$ cat src/rtl/mult_arbiter.sv
// Round-robin arbiter for two requesters sharing one bus-protocol multiplier.
// Sequences load M, load Q, start, wait, read low/high and returns the product.
module mult_arbiter #(
    parameter int n          = 8,
    parameter int START_HOLD = 3400
) (
    input  logic           clk,
    input  logic           nreset,
    input  logic [1:0]     req,
    input  logic [n-1:0]   opa0,
    input  logic [n-1:0]   opb0,
    input  logic [n-1:0]   opa1,
    input  logic [n-1:0]   opb1,
    output logic [1:0]     gnt,
    output logic [1:0]     done,
    output logic [2*n-1:0] product,
    output logic [1:0]     mul_func,
    output logic           mul_oe,
    output logic           mul_start,
    input  logic           mul_ready,
    output logic [n-1:0]   mul_dout,
    output logic           mul_drive,
    input  logic [n-1:0]   mul_din
);

    localparam int CW = $clog2(START_HOLD + 2);
    localparam logic [CW-1:0] HOLD_LAST = CW'(START_HOLD - 1);

    typedef enum logic [2:0] {
        S_IDLE, S_LOAD_M, S_LOAD_Q, S_START, S_WAIT, S_READ_LO, S_READ_HI, S_DONE
    } state_t;

    state_t           r_state, w_state_nxt;
    logic [CW-1:0]    r_cnt, w_cnt_nxt;
    logic             r_pri, w_pri_nxt;
    logic             w_win;
    logic [1:0]       r_gnt, w_gnt_nxt;
    logic [n-1:0]     r_opb, w_opb_nxt;
    logic [n-1:0]     r_lo, w_lo_nxt;
    logic [2*n-1:0]   r_prod, w_prod_nxt;
    logic [n-1:0]     w_dout_nxt;
    logic [1:0]       r_done;
    logic [1:0]       r_func;
    logic             r_oe, r_start, r_drive;
    logic [n-1:0]     r_dout;

    always_comb begin
        w_state_nxt = r_state;
        w_cnt_nxt   = r_cnt;
        w_pri_nxt   = r_pri;
        w_gnt_nxt   = r_gnt;
        w_opb_nxt   = r_opb;
        w_lo_nxt    = r_lo;
        w_prod_nxt  = r_prod;
        w_dout_nxt  = '0;
        w_win       = req[r_pri] ? r_pri : ~r_pri;
        case (r_state)
            S_IDLE: begin
                if (|req) begin
                    w_state_nxt = S_LOAD_M;
                    w_gnt_nxt   = w_win ? 2'b10 : 2'b01;
                    w_opb_nxt   = w_win ? opb1 : opb0;
                    w_dout_nxt  = w_win ? opa1 : opa0;
                end
            end
            S_LOAD_M: begin
                w_state_nxt = S_LOAD_Q;
                w_dout_nxt  = r_opb;
            end
            S_LOAD_Q: begin
                w_state_nxt = S_START;
                w_cnt_nxt   = '0;
            end
            S_START: begin
                if (r_cnt == HOLD_LAST) begin
                    w_state_nxt = S_WAIT;
                    w_cnt_nxt   = '0;
                end else begin
                    w_cnt_nxt = r_cnt + 1'b1;
                end
            end
            S_WAIT: begin
                // First WAIT cycle is unconditional; ready is honoured from the second on.
                if (r_cnt == '0) begin
                    w_cnt_nxt = CW'(1);
                end else if (mul_ready) begin
                    w_state_nxt = S_READ_LO;
                    w_cnt_nxt   = '0;
                end
            end
            S_READ_LO: begin
                if (r_cnt == '0) begin
                    w_cnt_nxt = CW'(1);
                end else begin
                    w_lo_nxt    = mul_din;
                    w_state_nxt = S_READ_HI;
                    w_cnt_nxt   = '0;
                end
            end
            S_READ_HI: begin
                if (r_cnt == '0) begin
                    w_cnt_nxt = CW'(1);
                end else begin
                    w_prod_nxt  = {mul_din, r_lo};
                    w_state_nxt = S_DONE;
                    w_cnt_nxt   = '0;
                end
            end
            S_DONE: begin
                w_state_nxt = S_IDLE;
                w_gnt_nxt   = '0;
                w_pri_nxt   = r_gnt[0];
            end
            default: w_state_nxt = S_IDLE;
        endcase
    end

    always_ff @(posedge clk or negedge nreset) begin
        if (!nreset) begin
            r_state <= S_IDLE;
            r_cnt   <= '0;
            r_pri   <= 1'b0;
            r_gnt   <= '0;
            r_opb   <= '0;
            r_lo    <= '0;
            r_prod  <= '0;
            r_done  <= '0;
            r_func  <= 2'b10;
            r_oe    <= 1'b0;
            r_start <= 1'b0;
            r_drive <= 1'b0;
            r_dout  <= '0;
        end else begin
            r_state <= w_state_nxt;
            r_cnt   <= w_cnt_nxt;
            r_pri   <= w_pri_nxt;
            r_gnt   <= w_gnt_nxt;
            r_opb   <= w_opb_nxt;
            r_lo    <= w_lo_nxt;
            r_prod  <= w_prod_nxt;
            // Bus outputs are registered from the next state so they align with it.
            r_done  <= (w_state_nxt == S_DONE) ? r_gnt : 2'b00;
            case (w_state_nxt)
                S_LOAD_M:  r_func <= 2'b00;
                S_LOAD_Q:  r_func <= 2'b01;
                S_READ_HI: r_func <= 2'b11;
                default:   r_func <= 2'b10;
            endcase
            r_oe    <= (w_state_nxt == S_READ_LO) || (w_state_nxt == S_READ_HI);
            r_start <= (w_state_nxt == S_START);
            r_drive <= (w_state_nxt == S_LOAD_M) || (w_state_nxt == S_LOAD_Q);
            r_dout  <= w_dout_nxt;
        end
    end

    assign gnt       = r_gnt;
    assign done      = r_done;
    assign product   = r_prod;
    assign mul_func  = r_func;
    assign mul_oe    = r_oe;
    assign mul_start = r_start;
    assign mul_drive = r_drive;
    assign mul_dout  = r_dout;

endmodule

$ cat config.mk
export PLATFORM = sky130hd
export DESIGN_NAME = mult_arbiter
export DESIGN_NICKNAME = d
export VERILOG_FILES = /design/src/rtl/mult_arbiter.sv
export SDC_FILE = /design/constraint.sdc
export NUM_CORES = 1
export LEC_CHECK = 0
export ABC_AREA = 1
export CORE_MARGIN = 2
export CORE_UTILIZATION = 40
export DETAILED_ROUTE_END_ITERATION = 12
export GPL_TIMING_DRIVEN = 0
export PLACE_DENSITY_LB_ADDON = 0.3
export SLEW_MARGIN = 10
export SYNTH_ARGS = -nofsm -noshare
export SYNTH_HDL_FRONTEND = slang
export SYNTH_SLANG_ARGS = --single-unit
$ cat constraint.sdc
create_clock -name clk -period 3.8 [get_ports clk]
set_clock_uncertainty 0.05 [all_clocks]
set_input_delay 0.57 -clock clk [delete_from_list [all_inputs] [get_ports clk]]
set_output_delay 0.57 -clock clk [all_outputs]
set_load 0.02 [all_outputs]
Word level (Yosys, flattened, before mapping)
Cells that the tools add are included.
{ "totals": {"inputBits": 45, "reg_bits": 65, "elab_cells": 70} }
{ "classes": {"bitwise_logic": 2, "n_eq_ne": 16, "reduce_logical": 13, "n_addsub": 1, "magnitude_cmp": 1, "n_mux": 24} }
{ "op_table": {"columns": ["operator", "n"], "rows": [
  ["$pmux 12 s4", 1],
  ["$mux 12", 3],
  ["$mux 8", 3],
  ["$pmux 3 s8", 1],
  ["$eq 3x3->1 const B", 7],
  ["$mux 3", 6],
  ["$pmux 8 s2", 1],
  ["$add 12x1->12 const B", 1],
  ["$eq 12x12->1 const B", 1],
  ["$eq 3x2->1 const B", 4],
  ["$logic_not 12->1", 1],
  ["$reduce_and 2->1", 5],
  ["$eq 3x1->1 const B", 2],
  ["$mux 2", 3],
  ["$pmux 2 s3", 1],
  ["$mux 1", 4],
  ["$pmux 2 s2", 1],
  ["$reduce_bool 4->1", 1],
  ["$reduce_or 2->1", 2],
  ["$logic_not 3->1", 1],
  ["$ne 3x3->1 const B", 1],
  ["$logic_or 1x1->1", 2],
  ["$lt 1x2->1 const B", 1],
  ["$ne 2x2->1 const B", 1],
  ["2 further kinds", 3]
]} }

Depth between registers and ports, before layout
{ "depth": {"ltp_word": 6, "mapped_depth": 11, "ltp_nobuf": 11} }

Worst setup path before layout
OpenSTA, ideal clock, no wires.
{ "synth_path": {"path_kind": "reg-to-reg", "startpoint": "reg r_cnt[0]", "endpoint": "reg r_prod[6], in the netlist product[6]", "setup_slack_ns": 2.124, "n_path_buf": 1, "period_less_slack_ns": 1.676, "required_ns": 3.625, "stages_incl_launch_ff": 9, "arrival_time_ns": 1.501, "setup_time_ns": 0.125, "path_cell_list": "dfrtp_1 > inv_1 > ha_1 > nand3_1 > nor2_2 > nand2_4 > nand2_4 > buf_6 > mux2_4"} }
{ "synth_via": {"elab_chain_cells": 3} }
{ "synth_rtl": {"columns": ["item", "line_no", "text"], "rows": [
  ["start, declared", "34", "logic [CW-1:0] r_cnt, w_cnt_nxt;"],
  ["start signal, assigned", "135", "r_cnt <= w_cnt_nxt;"],
  ["$logic_not 12->1", "101", "if (r_cnt == '0) begin"],
  ["$not 1->1 (no line)", null, null],
  ["$reduce_and 2->1 (no line)", null, null],
  ["end signal, assigned", "140", "r_prod <= w_prod_nxt;"],
  ["end, declared", "40", "logic [2*n-1:0] r_prod, w_prod_nxt;"]
]} }
No other way between the ends.
A chain may end at the register's enable or synchronous reset.

Worst setup path in the final report
{ "layout_path": {"startpoint": "reg r_func[1], in the netlist mul_func[1]", "endpoint": "out mul_func[1]"} }
{ "layout_lines": {"columns": ["item", "line_no", "text"], "rows": [
  ["start, declared", "43", "logic [1:0] r_func;"],
  ["start signal, assigned", "128", "r_func <= 2'b10;"],
  ["start signal, assigned", "144", "S_LOAD_M: r_func <= 2'b00;"],
  ["start signal, assigned", "145", "S_LOAD_Q: r_func <= 2'b01;"],
  ["end, declared", "17", "output logic [1:0] mul_func,"]
]} }
No word-level cell between the ends.

==> results.sh <==
export IMPL_grt_pass1_vias=2855
export IMPL_syn_area_um2=3220
export IMPL_fin_ws_ns=1.71
export IMPL_die_x_um=93.7
export IMPL_placed_cell_area_um2=4140
export IMPL_ctsHoldBuffers=0
export IMPL_initial_core_util_pct=41.4
export IMPL_syn_area_per_cell_um2=8.82
export IMPL_drtIter0Drc=118
export IMPL_drive_gt1_share_pct=15.0
export IMPL_path_clk_slew_ns=0.08
export IMPL_hpwlAfterDp_mm=5.91
export IMPL_status="finished clean"
export IMPL_cp_data_required_time_ns=3.18
export IMPL_rows=32
export IMPL_io_buffers=77
export IMPL_multi_input_area_um2=1340
export IMPL_period_share_pct=55.0
export IMPL_regArea_um2=1630
export IMPL_crit_buf_inv=1
export IMPL_yosysWarnings=0
export IMPL_ctsResizeCount=0
export IMPL_wl_per_cell_um=14.4
export IMPL_antenna_left=0
export IMPL_cts_buffers=9
export IMPL_fin_nets=501
export IMPL_ir_drop_mv=0.206
export IMPL_cts_tree="done"
export IMPL_die_h_um=93.7
export IMPL_maxCapViolCount=0
export IMPL_grt_pass1_wl_mm=13.3
export IMPL_rsz0062_at_grt="no"
export IMPL_startpoint="mul_func[1]$_DFF_PN1_"
export IMPL_hold_viol=0
export IMPL_area_growth_syn_to_layout_pct=35.0
export IMPL_cts_num_sinks=65
export IMPL_min_path_type="in -> async"
export IMPL_rr_worst_depth=8
export IMPL_fmax_mhz=479
export IMPL_ys_types=34
export IMPL_whs_ns=0.0222
export IMPL_ys_ff_latch=65
export IMPL_worstMarginPinSlew_ns=0.816
export IMPL_period_minus_slack_ns=2.09
export IMPL_crit_slowest_cell="clkdlybuf4s50_1"
export IMPL_slowest_delay_ns=0.60
export IMPL_drv_slew=0
export IMPL_wl_mm=8.07
export IMPL_pwr_density_cell_nw_per_um2=323
export IMPL_regToRegEndpoint="product[7]$_DFFE_PN0P_"
export IMPL_path_class="reg -> out"
export IMPL_cts_setup_buffers=0
export IMPL_cts_max_path_buffers=2
export IMPL_groute_usage_overall_pct=19.2
export IMPL_final_util_pct=55.9
export IMPL_core_area_um2=7770
export IMPL_first_pass_iters=4
export IMPL_worst_skew_pair_late_latency_ns=0.35
export IMPL_fin_area_um2=4340
export IMPL_fill_cells=714
export IMPL_cp_arrival_ns=1.47
export IMPL_crit_family="buffers and inverters"
export IMPL_leakage_nw=2.06
export IMPL_cts_htree_levels=3
export IMPL_crit_path_end_kind="output port"
export IMPL_regToRegSetupSlack_ns=1.88
export IMPL_relSlewSlack_pct=45.3
export IMPL_vias=2852
export IMPL_dieArea_um2=8780
export IMPL_grt_ovfl_total=0
export IMPL_syn_nets=412
export IMPL_drc=0
export IMPL_diodes=0
export IMPL_synthCells=365
export IMPL_worstReg2RegStart="r_cnt[0]$_DFFE_PN0P_"
export IMPL_ys_seq_area_share_pct=50.6
export IMPL_antenna_found_initial=0
export IMPL_dp_slack_ns=1.64
export IMPL_fin_tns_setup_ns=0
export IMPL_critPathLaunchType="register"
export IMPL_grt_max_degree=52
export IMPL_io_pins=78
export IMPL_setup_viol=0
export IMPL_clock_root_buffer="clkbuf_8"
export IMPL_via_per_inst=5.08
export IMPL_path_cells="clkdlybuf4s50_1"
export IMPL_place_congestion=0.979
export IMPL_crit_fanout=1
[cells in the mapped netlist]
master / instances / area, um^2
nor2_4: 3 / 33.8
o22ai_1: 1 / 6.26
nand2_1: 75 / 282
nor2_2: 3 / 18.8
o21a_1: 1 / 7.51
nor3_2: 1 / 10.0
nand2_2: 7 / 43.8
clkbuf_1: 2 / 7.51
nand4_1: 21 / 131
buf_2: 6 / 30.0
mux2_4: 2 / 30.0
nand3_1: 54 / 270
inv_2: 6 / 22.5
dfstp_2: 1 / 26.3
ha_1: 2 / 25.0
o21ai_1: 1 / 5.00
buf_4: 4 / 30.0
xor2_1: 3 / 26.3
mux2_2: 6 / 67.6
o221ai_2: 1 / 15.0
o211ai_1: 1 / 7.51
nor3_1: 10 / 50.1
a21oi_1: 6 / 30.0
nor2_1: 16 / 60.1
nor2_8: 1 / 20.0
nand2_4: 3 / 33.8
inv_1: 29 / 109
dfrtp_1: 64 / 1600
or2_2: 1 / 6.26
o21ai_0: 26 / 130
buf_6: 5 / 56.3
nand3_2: 1 / 10.0
nand3b_1: 1 / 7.51
a21o_1: 1 / 7.51
[report_power, final]
| part | switching [mW] | internal [mW] | total, mW | leakage (nW) |
|---|---|---|---|---|
| clock network | 0.301 | 0.308 | 0.609 | 0.100 |
| registers | 0.00463 | 0.699 | 0.704 | 0.767 |
| logic | 0.0377 | 0.0515 | 0.0892 | 1.19 |
[layer usage]
metal  share of wire (%)  track usage [%]  vias up
li1                    -                -     1409
met1                  44             25.3     1346
met2                  49             31.7       85
met3                 4.8             3.53       12
met4                 1.7             7.13        0
met5                   0                0        -
[through the flow]
step / total power, mW / cells
after floorplan: 0.735 / 365
after global placement: 0.803 / 544
after detailed placement: 0.808 / 545
after CTS: 1.41 / 561
after global routing: 1.45 / 561
final: 1.40 / 561
[cell type report]
| cell class | instances | area share, % |
|---|---|---|
| Multi-Input combinational cell | 248 | 30.7 |
| Inverter | 35 | 3.03 |
| Buffer | 17 | 2.85 |
| Clock buffer | 9 | 2.85 |
| Tap cell | 102 | 2.94 |
| Sequential cell | 65 | 37.5 |
| Clock inverter | 7 | 1.79 |
| Timing Repair Buffer | 78 | 18.3 |
[cell families (layout without fill, tap and decap cells)]
group / count (synthesis) / in the layout / share of synthesized area, %
XOR/XNOR: 3 / 3 / 0.817
adder cells (fa/ha/maj): 2 / 2 / 0.777
AND/OR/NAND/NOR: 197 / 197 / 30.4
multiplexers: 8 / 8 / 3.03
buffers and inverters: 52 / 146 / 7.93
AO/OA/AOI/OAI: 38 / 38 / 6.49
flip-flops: 65 / 65 / 50.6
[flip-flops by register name, indices dropped and copies added, names as in the netlist]
register	count
r_opb	8
done	2
mul_drive	1
r_state	3
mul_dout	8
r_cnt	12
mul_oe	1
mul_func	2
gnt	2
mul_start	1
r_pri	1
r_lo	8
product	16
[worst max path at each step]
stage                              to  slack, ns  cells after the start
2_1_floorplan  product[6]$_DFFE_PN0P_       2.12                      8
3_3_place_gp   product[7]$_DFFE_PN0P_      -0.06                      1
3_5_place_dp    mul_dout[3]$_DFF_PN0_       1.64                      7
4_1_cts                   mul_func[1]       1.69                      1
5_1_grt                   mul_func[1]       1.68                      1
6_report                  mul_func[1]       1.71                      1
[cells in the final DEF, fill, tap and decap left out, drive strengths merged, types with 8 or more instances in the layout]
cell	instances
dfrtp	64
nand2	85
mux2	8
nor2	23
nand4	21
nor3	11
o21ai	27
buf	17
clkbuf	11
inv	37
clkdlybuf4s50	76
nand3	55
(Power assumes the default switching activity.)
